$ cat src/rtl/dev_audio_pkg.sv
// Shared rate codes, controller state encoding and the rate-code to PLL pin map
// for the PLL1707-class audio clock generator.
package dev_audio_pkg;

   localparam logic [15:0] FREQ_32K  = 16'h1;
   localparam logic [15:0] FREQ_441K = 16'h2;
   localparam logic [15:0] FREQ_48K  = 16'h3;
   localparam logic [15:0] FREQ_96K  = 16'h4;
   localparam logic [15:0] FREQ_64K  = 16'h5;
   localparam logic [15:0] FREQ_882K = 16'h6;

   localparam logic [1:0] ST_IDLE   = 2'd0;
   localparam logic [1:0] ST_MUTE   = 2'd1;
   localparam logic [1:0] ST_PROG   = 2'd2;
   localparam logic [1:0] ST_SETTLE = 2'd3;

   typedef struct packed {
      logic       valid;
      logic       sr;
      logic [1:0] fs;
   } pll_pins_t;

   function automatic pll_pins_t rate_to_pins(input logic [15:0] code);
      pll_pins_t p;
      p = '{valid: 1'b0, sr: 1'b0, fs: 2'b00};
      case (code)
         FREQ_32K:  p = '{valid: 1'b1, sr: 1'b0, fs: 2'b10};
         FREQ_441K: p = '{valid: 1'b1, sr: 1'b0, fs: 2'b01};
         FREQ_48K:  p = '{valid: 1'b1, sr: 1'b0, fs: 2'b00};
         FREQ_96K:  p = '{valid: 1'b1, sr: 1'b1, fs: 2'b00};
         FREQ_64K:  p = '{valid: 1'b1, sr: 1'b1, fs: 2'b10};
         FREQ_882K: p = '{valid: 1'b1, sr: 1'b1, fs: 2'b01};
         default:   p = '{valid: 1'b0, sr: 1'b0, fs: 2'b00};
      endcase
      return p;
   endfunction

   function automatic logic rate_valid(input logic [15:0] code);
      pll_pins_t p;
      p = rate_to_pins(code);
      return p.valid;
   endfunction

endpackage

$ cat src/rtl/dev_mode_debounce.sv
// Registers the requested rate code and emits a one-cycle accept once it has been
// sampled STABLE_CYCLES times in a row.
module dev_mode_debounce
   import dev_audio_pkg::*;
#(
   parameter int STABLE_CYCLES = 4
) (
   input  logic        clk,
   input  logic        rst,
   input  logic [15:0] i_mode,
   output logic        o_accept,
   output logic [15:0] o_code
);

   localparam int SW = $clog2(STABLE_CYCLES + 1);
   localparam logic [SW-1:0] SMAX = SW'(STABLE_CYCLES);

   logic [15:0]   r_mode_q;
   logic [SW-1:0] r_cnt;
   logic          r_accept;
   logic          w_change;
   logic [SW-1:0] w_cnt_nxt;

   assign w_change = (i_mode != r_mode_q);

   always_comb begin
      if (w_change)
         w_cnt_nxt = SW'(1);
      else if (r_cnt == SMAX)
         w_cnt_nxt = SMAX;
      else
         w_cnt_nxt = r_cnt + SW'(1);
   end

   // Reset looks like a long-held 48k request so it is never re-accepted.
   always_ff @(posedge clk or posedge rst) begin
      if (rst) begin
         r_mode_q <= FREQ_48K;
         r_cnt    <= SMAX;
         r_accept <= 1'b0;
      end else begin
         r_mode_q <= i_mode;
         r_cnt    <= w_cnt_nxt;
         r_accept <= (w_cnt_nxt == SMAX) && (w_change || (r_cnt != SMAX));
      end
   end

   assign o_accept = r_accept;
   assign o_code   = r_mode_q;

endmodule

$ cat src/rtl/dev_pll_rate_ctrl.sv
// Mute / reprogram / settle / unmute sequencer driving the PLL rate pins (fs, sr)
// from a debounced audio_freq_mode request.
module dev_pll_rate_ctrl
   import dev_audio_pkg::*;
#(
   parameter int STABLE_CYCLES = 4,
   parameter int MUTE_CYCLES   = 256,
   parameter int SETTLE_CYCLES = 65536,
   parameter int CNT_W         = 17
) (
   input  logic        clk,
   input  logic        rst,
   input  logic [15:0] audio_freq_mode,
   output logic [2:1]  fs,
   output logic        sr,
   output logic        mute,
   output logic        busy,
   output logic        done,
   output logic        err,
   output logic [15:0] cur_mode
);

   if ((STABLE_CYCLES < 1) || (MUTE_CYCLES < 1) || (SETTLE_CYCLES < 1) ||
       (longint'(MUTE_CYCLES) >= (longint'(1) << CNT_W)) ||
       (longint'(SETTLE_CYCLES) >= (longint'(1) << CNT_W))) begin : g_param_err
      $error("dev_pll_rate_ctrl: bad cycle counts or CNT_W too narrow");
   end

   localparam logic [CNT_W-1:0] MUTE_LAST   = CNT_W'(MUTE_CYCLES - 1);
   localparam logic [CNT_W-1:0] SETTLE_LAST = CNT_W'(SETTLE_CYCLES - 1);

   logic [1:0]       r_state;
   logic [CNT_W-1:0] r_timer;
   logic [15:0]      r_target;
   logic [15:0]      r_cur;
   logic [1:0]       r_fs;
   logic             r_sr;
   logic             r_mute;
   logic             r_done;
   logic             r_err;

   logic             w_accept;
   logic [15:0]      w_code;
   logic             w_code_ok;
   logic             w_new;
   logic [15:0]      w_target_nxt;
   pll_pins_t        w_prog;

   dev_mode_debounce #(.STABLE_CYCLES(STABLE_CYCLES)) u_debounce (
      .clk      (clk),
      .rst      (rst),
      .i_mode   (audio_freq_mode),
      .o_accept (w_accept),
      .o_code   (w_code)
   );

   assign w_code_ok    = rate_valid(w_code);
   assign w_new        = w_accept && w_code_ok && (w_code != r_target);
   assign w_target_nxt = w_new ? w_code : r_target;
   // A request landing in PROG itself is programmed straight away.
   assign w_prog       = rate_to_pins(w_target_nxt);

   always_ff @(posedge clk or posedge rst) begin
      if (rst) begin
         r_state  <= ST_SETTLE;
         r_timer  <= '0;
         r_target <= FREQ_48K;
         r_cur    <= FREQ_48K;
         r_fs     <= 2'b00;
         r_sr     <= 1'b0;
         r_mute   <= 1'b1;
         r_done   <= 1'b0;
         r_err    <= 1'b0;
      end else begin
         r_done   <= 1'b0;
         r_err    <= w_accept && !w_code_ok;
         r_target <= w_target_nxt;
         case (r_state)
            ST_IDLE: begin
               if (w_new) begin
                  r_state <= ST_MUTE;
                  r_mute  <= 1'b1;
                  r_timer <= '0;
               end
            end
            ST_MUTE: begin
               if (r_timer == MUTE_LAST) begin
                  r_state <= ST_PROG;
                  r_timer <= '0;
               end else begin
                  r_timer <= r_timer + 1'b1;
               end
            end
            ST_PROG: begin
               if (w_prog.valid) begin
                  r_fs  <= w_prog.fs;
                  r_sr  <= w_prog.sr;
                  r_cur <= w_target_nxt;
               end
               r_timer <= '0;
               r_state <= ST_SETTLE;
            end
            ST_SETTLE: begin
               if (w_new) begin
                  r_state <= ST_PROG;
                  r_timer <= '0;
               end else if (r_timer == SETTLE_LAST) begin
                  r_state <= ST_IDLE;
                  r_mute  <= 1'b0;
                  r_done  <= 1'b1;
                  r_timer <= '0;
               end else begin
                  r_timer <= r_timer + 1'b1;
               end
            end
            default: r_state <= ST_IDLE;
         endcase
      end
   end

   assign fs       = r_fs;
   assign sr       = r_sr;
   assign mute     = r_mute;
   assign busy     = (r_state != ST_IDLE);
   assign done     = r_done;
   assign err      = r_err;
   assign cur_mode = r_cur;

endmodule

$ cat config.mk
export PLATFORM = sky130hd
export DESIGN_NAME = dev_pll_rate_ctrl
export DESIGN_NICKNAME = d
export VERILOG_FILES = /design/src/rtl/dev_audio_pkg.sv /design/src/rtl/dev_mode_debounce.sv /design/src/rtl/dev_pll_rate_ctrl.sv
export SDC_FILE = /design/constraint.sdc
export NUM_CORES = 1
export LEC_CHECK = 0
export ABC_AREA = 1
export CAP_MARGIN = 40
export CORE_AREA = 2 2 88 90
export DETAILED_ROUTE_END_ITERATION = 10
export DIE_AREA = 0 0 90 92
export PLACE_DENSITY = 0.76
export SLEW_MARGIN = 40
export SYNTH_ARGS = -nofsm -noshare
export SYNTH_HDL_FRONTEND = slang
export SYNTH_HIERARCHICAL = 1
export SYNTH_SLANG_ARGS = --single-unit
$ cat constraint.sdc
create_clock -name clk -period 3 [get_ports clk]
set_input_delay 0.6 -clock clk [delete_from_list [all_inputs] [get_ports clk]]
set_output_delay 0.6 -clock clk [all_outputs]
set_load 0.02 [all_outputs]
# [Word-level counts from Yosys, hierarchy flattened]
# Cells that the tools add are included.
[classes] n_addsub=2 n_mul=0 n_div=0 order_cmp=0 n_eq_ne=27 n_shift=0 n_mux=22 bitwise_logic=0 reduce_logical=12
[op_table] op="$eq A16 B3 Y1 const B" count=6
[op_table] op="$mux W17" count=4
[op_table] op="$pmux W17 S4" count=1
[op_table] op="$eq A16 B2 Y1 const B" count=4
[op_table] op="$pmux W4 S6" count=2
[op_table] op="$eq A16 B1 Y1 const B" count=2
[op_table] op="$ne A16 B16 Y1" count=2
[op_table] op="$add A17 B1 Y17 const B" count=1
[op_table] op="$eq A17 B16 Y1 const B" count=1
[op_table] op="$eq A17 B8 Y1 const B" count=1
[op_table] op="$mux W16" count=1
[op_table] op="$mux W2" count=4
[op_table] op="$ne A2 B2 Y1 const B" count=4
[op_table] op="$pmux W2 S4" count=1
[op_table] op="$eq A3 B3 Y1 const B" count=2
[op_table] op="$mux W1" count=6
[op_table] op="$mux W3" count=2
[op_table] op="$ne A3 B3 Y1 const B" count=2
[op_table] op="$eq A2 B2 Y1 const B" count=2
[op_table] op="$logic_and A1 B1 Y1" count=4
[op_table] op="$reduce_and A4 Y1" count=1
[op_table] op="$reduce_bool A2 Y1" count=2
[op_table] op="$add A3 B1 Y3 const B" count=1
[op_table] op="$reduce_and A3 Y1" count=1
[op_table] op="other kinds (6)" count=6
[totals] ff_bits=77 latch_bits=0 mem_bits_rw=0 romBits=0 out_inout_bits=23 mem_count=0

# [Logic depth before layout (Yosys ltp)]
[logic_depth] word_depth=8 mapped_depth=19

# [Modules after synthesis]
# Netlist, hierarchy kept.
[by_module_without_submodules] mod="dev_pll_rate_ctrl" n_inst=1 cells_per_inst=381 area_each_um2=2957.8
[by_module_without_submodules] mod="dev_mode_debounce" n_inst=1 cells_per_inst=124 area_each_um2=934.6

# [Least setup slack after synthesis]
# OpenSTA, ideal clock, no wires.
[synth_path] path_type="register -> register" startpoint="reg r_timer[0]" endpoint="reg r_timer[14]" t_arrival_ps=2543 setup_slack_ps=336 path_stages_with_launch=19 cell_sequence="dfrtp_1 > ha_1 > nand2_1 > nor3_1 > nand2_1 > nor3_1 > nand2_1 > nor2_1 > nand3_1 > nor2_1 > nand3_1 > nor2_1 > ha_1 > inv_1 > nand2_1 > nand2_1 > inv_2 > nor2_1 > a22o_1"
[synth_between] elab_chain_len=4 word_cells_on_any_way=7
[synth_lines] element="from (decl)" line="dev_pll_rate_ctrl.sv:33" source="logic [CNT_W-1:0] r_timer;"
[synth_lines] element="from (signal assigned)" line="dev_pll_rate_ctrl.sv:91" source="r_timer <= r_timer + 1'b1;"
[synth_lines] element="from (signal assigned)" line="dev_pll_rate_ctrl.sv:113" source="r_timer <= r_timer + 1'b1;"
[synth_lines] element="$add A17 B1 Y17 or $eq A17 B16 Y1 (tied branches)" line="dev_pll_rate_ctrl.sv:91, dev_pll_rate_ctrl.sv:113, dev_pll_rate_ctrl.sv:107"
[synth_lines] element="$mux W17" line="dev_pll_rate_ctrl.sv:107" source="end else if (r_timer == SETTLE_LAST) begin"
[synth_lines] element="$mux W17" line="dev_pll_rate_ctrl.sv:104" source="if (w_new) begin"
[synth_lines] element="$pmux W17 S4 *" line="dev_pll_rate_ctrl.sv:78" source="case (r_state)"
# Mark *: on every way between the ends. The rest lies on a longest branch, timed or not.
# A chain may end at the register's enable or synchronous reset.

# [Worst setup path in the final report]
# Ends and elaborated chain as after synthesis.

==> flow_summary.ini <==
[die]
initial_core_util = 0.523
die_x_um = 90
coreArea_um2 = 7450
die_h_um = 92
dieArea_um2 = 8280
ios = 41
rows = 32

[final_layout]
syn_to_final_growth_pct = 20.6
insertedDiodeCount = 0
nets = 582
final_common_cell = nand2_1
layout_common_cells = 148 x nand2_1, 96 x inv_1, 67 x dfrtp_1
drive_gt1_frac = 0.137
final_core_util = 0.630

[run_status]
run_status = finished clean

[logic_synthesis]
synth_area_per_cell_um2 = 7.71
synth_edf_count = 0
synth_fp_nets = 528
ys_seq_elements = 77
ys_warn_count = 6
ys_types = 35
yosysTopAreaCellShare = 0.431
synth_area_leaders = dfrtp_1 43%, nand2_1 14%, inv_1 9.5%
synth_cells = 505
yosysSeqAreaShare = 0.498
synth_top_cell_by_area = dfrtp_1
synth_top_flop_cell = dfrtp_1
synth_area_um2 = 3890
synthArstFlopShare = 1.00

[global_routing]
grt_max_degree = 22
grt_pass1_vias = 3170
grt_antenna_before_repair = 0
grt_pass1_wl_mm = 13.5
grt.total_usage = 0.200
grt-ovfl-total = 0

[worst_setup_path]
endpoint = r_timer[14]
r2r_end = r_timer[14]
worstPathRequired_ns = 3.26
startpoint = r_timer[0]
worstReg2RegStart = r_timer[0]
r2r_slack_ns = 0.30
arrival_ns = 2.96
rr_worst_depth = 18
cp-end-kind = flip-flop
setup.worst_path.class = flip-flop to flip-flop
worst-path-max-fanout = 8
crit_path_start_kind = flip-flop

[clock_network]
cts_tree = built
insertion_delay_ns = 0.36
cts_buffer_depth = 2
root_buffer = clkbuf_8
htree_num_levels = 3
clock_sink_count = 77
cts-buffers-inserted = 9
ctsHoldBuffers = 0
clkTransAtPathRegs_ns = 0.09

[detailed_routing]
wl_per_cell_um = 11.1
antenna_left = 0
drt_iter0_drc = 205
wl_mm = 7.38
dr.pass1.iters = 4
viasPerCell = 4.80
vias = 3195
drc = 0

[sta]
fin_skew_ns = 0.00833
setup_tns_ns = 0
max_freq_mhz = 370
setup_violations = 0
rsz0062_at_grt = true
drv_slew = 0
tightest_slew_ns = 0.576
post-route-period-util = 0.900
post-route-min-period_ns = 2.70
hold_violations = 0
slew_headroom = 0.611

[power_and_ir_drop]
leakage_nw = 2.39
peakVddDrop_v = 0.000315
p_per_area_nw_per_um2 = 441

[placement]
gp_congestion = 0.810
dp_hpwl_mm = 5.51
io_buffers = 40

[hold_path]
hold_depth = 2
min_path_type = flip-flop to flip-flop

[job]
cap_violations = 0
==> registers in the layout, indices dropped and copies added, names as in the netlist <==
name	cells
fs	2
u_debounce/o_code	16
r_target	16
u_debounce/o_accept	1
err	1
r_timer	17
done	1
cur_mode	16
r_state	2
u_debounce/r_cnt	3
mute	1
sr	1
==> cell type report <==
| type | count | area [um^2] |
|---|---|---|
| Clock buffer | 9 | 124 |
| Clock inverter | 7 | 105 |
| Fill cell | 648 | 2750 |
| Inverter | 102 | 383 |
| Multi-Input combinational cell | 323 | 1570 |
| Sequential cell | 77 | 1940 |
| Tap cell | 102 | 128 |
| Timing Repair Buffer | 46 | 445 |
==> worst max-delay path, stage by stage (launching register included) <==
cell and delay [ns]:
dfrtp_1 0.39, ha_1 0.18, nand2_1 0.09, nor3_2 0.14, nand2_1 0.14, nor3_4 0.16, nand2_1 0.10, nor2_2 0.13
nand3_1 0.12, nor2_2 0.15, nand3_1 0.12, nor2_1 0.15, ha_1 0.18, inv_1 0.04, nand2_1 0.05, nand2_1 0.07
inv_2 0.14, nor2_1 0.08, a22o_1 0.17
==> synth_stat cells, types with 2 or more instances <==
| master | number |
|---|---|
| nand3_1 | 25 |
| nor2_1 | 65 |
| nand2_4 | 2 |
| o22ai_1 | 8 |
| nor3_1 | 3 |
| nand2_2 | 6 |
| nand3_2 | 4 |
| inv_2 | 4 |
| nor2_4 | 2 |
| nand2_1 | 148 |
| nor2_2 | 17 |
| nor4_1 | 2 |
| ha_1 | 5 |
| a22o_1 | 2 |
| inv_1 | 98 |
| xor2_1 | 6 |
| dfrtp_1 | 67 |
| o21ai_0 | 11 |
| dfstp_2 | 10 |
| nand4_1 | 4 |
| a21oi_1 | 2 |
==> per-layer routing <==
| layer | global-route usage | part of all wire | wire [um] | vias up |
|---|---|---|---|---|
| met5 | 0 | 0 | 0 | - |
| met4 | 0.0897 | 0.021 | 153 | 0 |
| met3 | 0.0394 | 0.032 | 235 | 15 |
| met2 | 0.348 | 0.49 | 3630 | 47 |
| met1 | 0.243 | 0.45 | 3360 | 1489 |
| li1 | - | - | - | 1644 |
==> worst min-delay path by stage <==
stage,startpoint,to,slack (ns)
4_1_cts,sr,sr,0.48
2_1_floorplan,r_timer[0],r_timer[0],0.49
3_5_place_dp,sr,sr,0.46
3_3_place_gp,sr,sr,0.46
5_1_grt,sr,sr,0.51
6_report,sr,sr,0.48
==> logic make-up after synthesis <==
logic type,share of synthesized area
AND/OR/NAND/NOR,0.314
AO/OA/AOI/OAI,0.0524
flip-flops,0.498
adder cells (fa/ha/maj),0.0161
buffers and inverters,0.106
XOR/XNOR,0.0135
==> power breakdown <==
group	leakage, nW	internal (W)	total, W	switching [W]
logic	1.28	0.0000436	0.000104	0.0000608
registers	1.00	0.00105	0.00106	0.0000139
clock network	0.112	0.000481	0.000902	0.000421
==> stage by stage <==
stage	area, um^2	std cells	power (W)	worst slack (ns)	hold WS, ns
finish	4690	666	0.00207	0.299	0.477
global route	4690	666	0.00215	-0.0488	0.511
CTS	4670	666	0.00209	0.0386	0.480
detailed placement	4440	650	0.00119	0.0885	0.458
global placement	4440	650	0.00119	0.253	0.456
floorplan	3890	505	0.00114	0.336	0.488
==> repair_timing <==
item,in CTS,in global routing
buffers inserted,0,0
setup endpoints to repair,0,20
gates resized for setup,0,5
No activity file was read; power rests on OpenSTA's default activity.
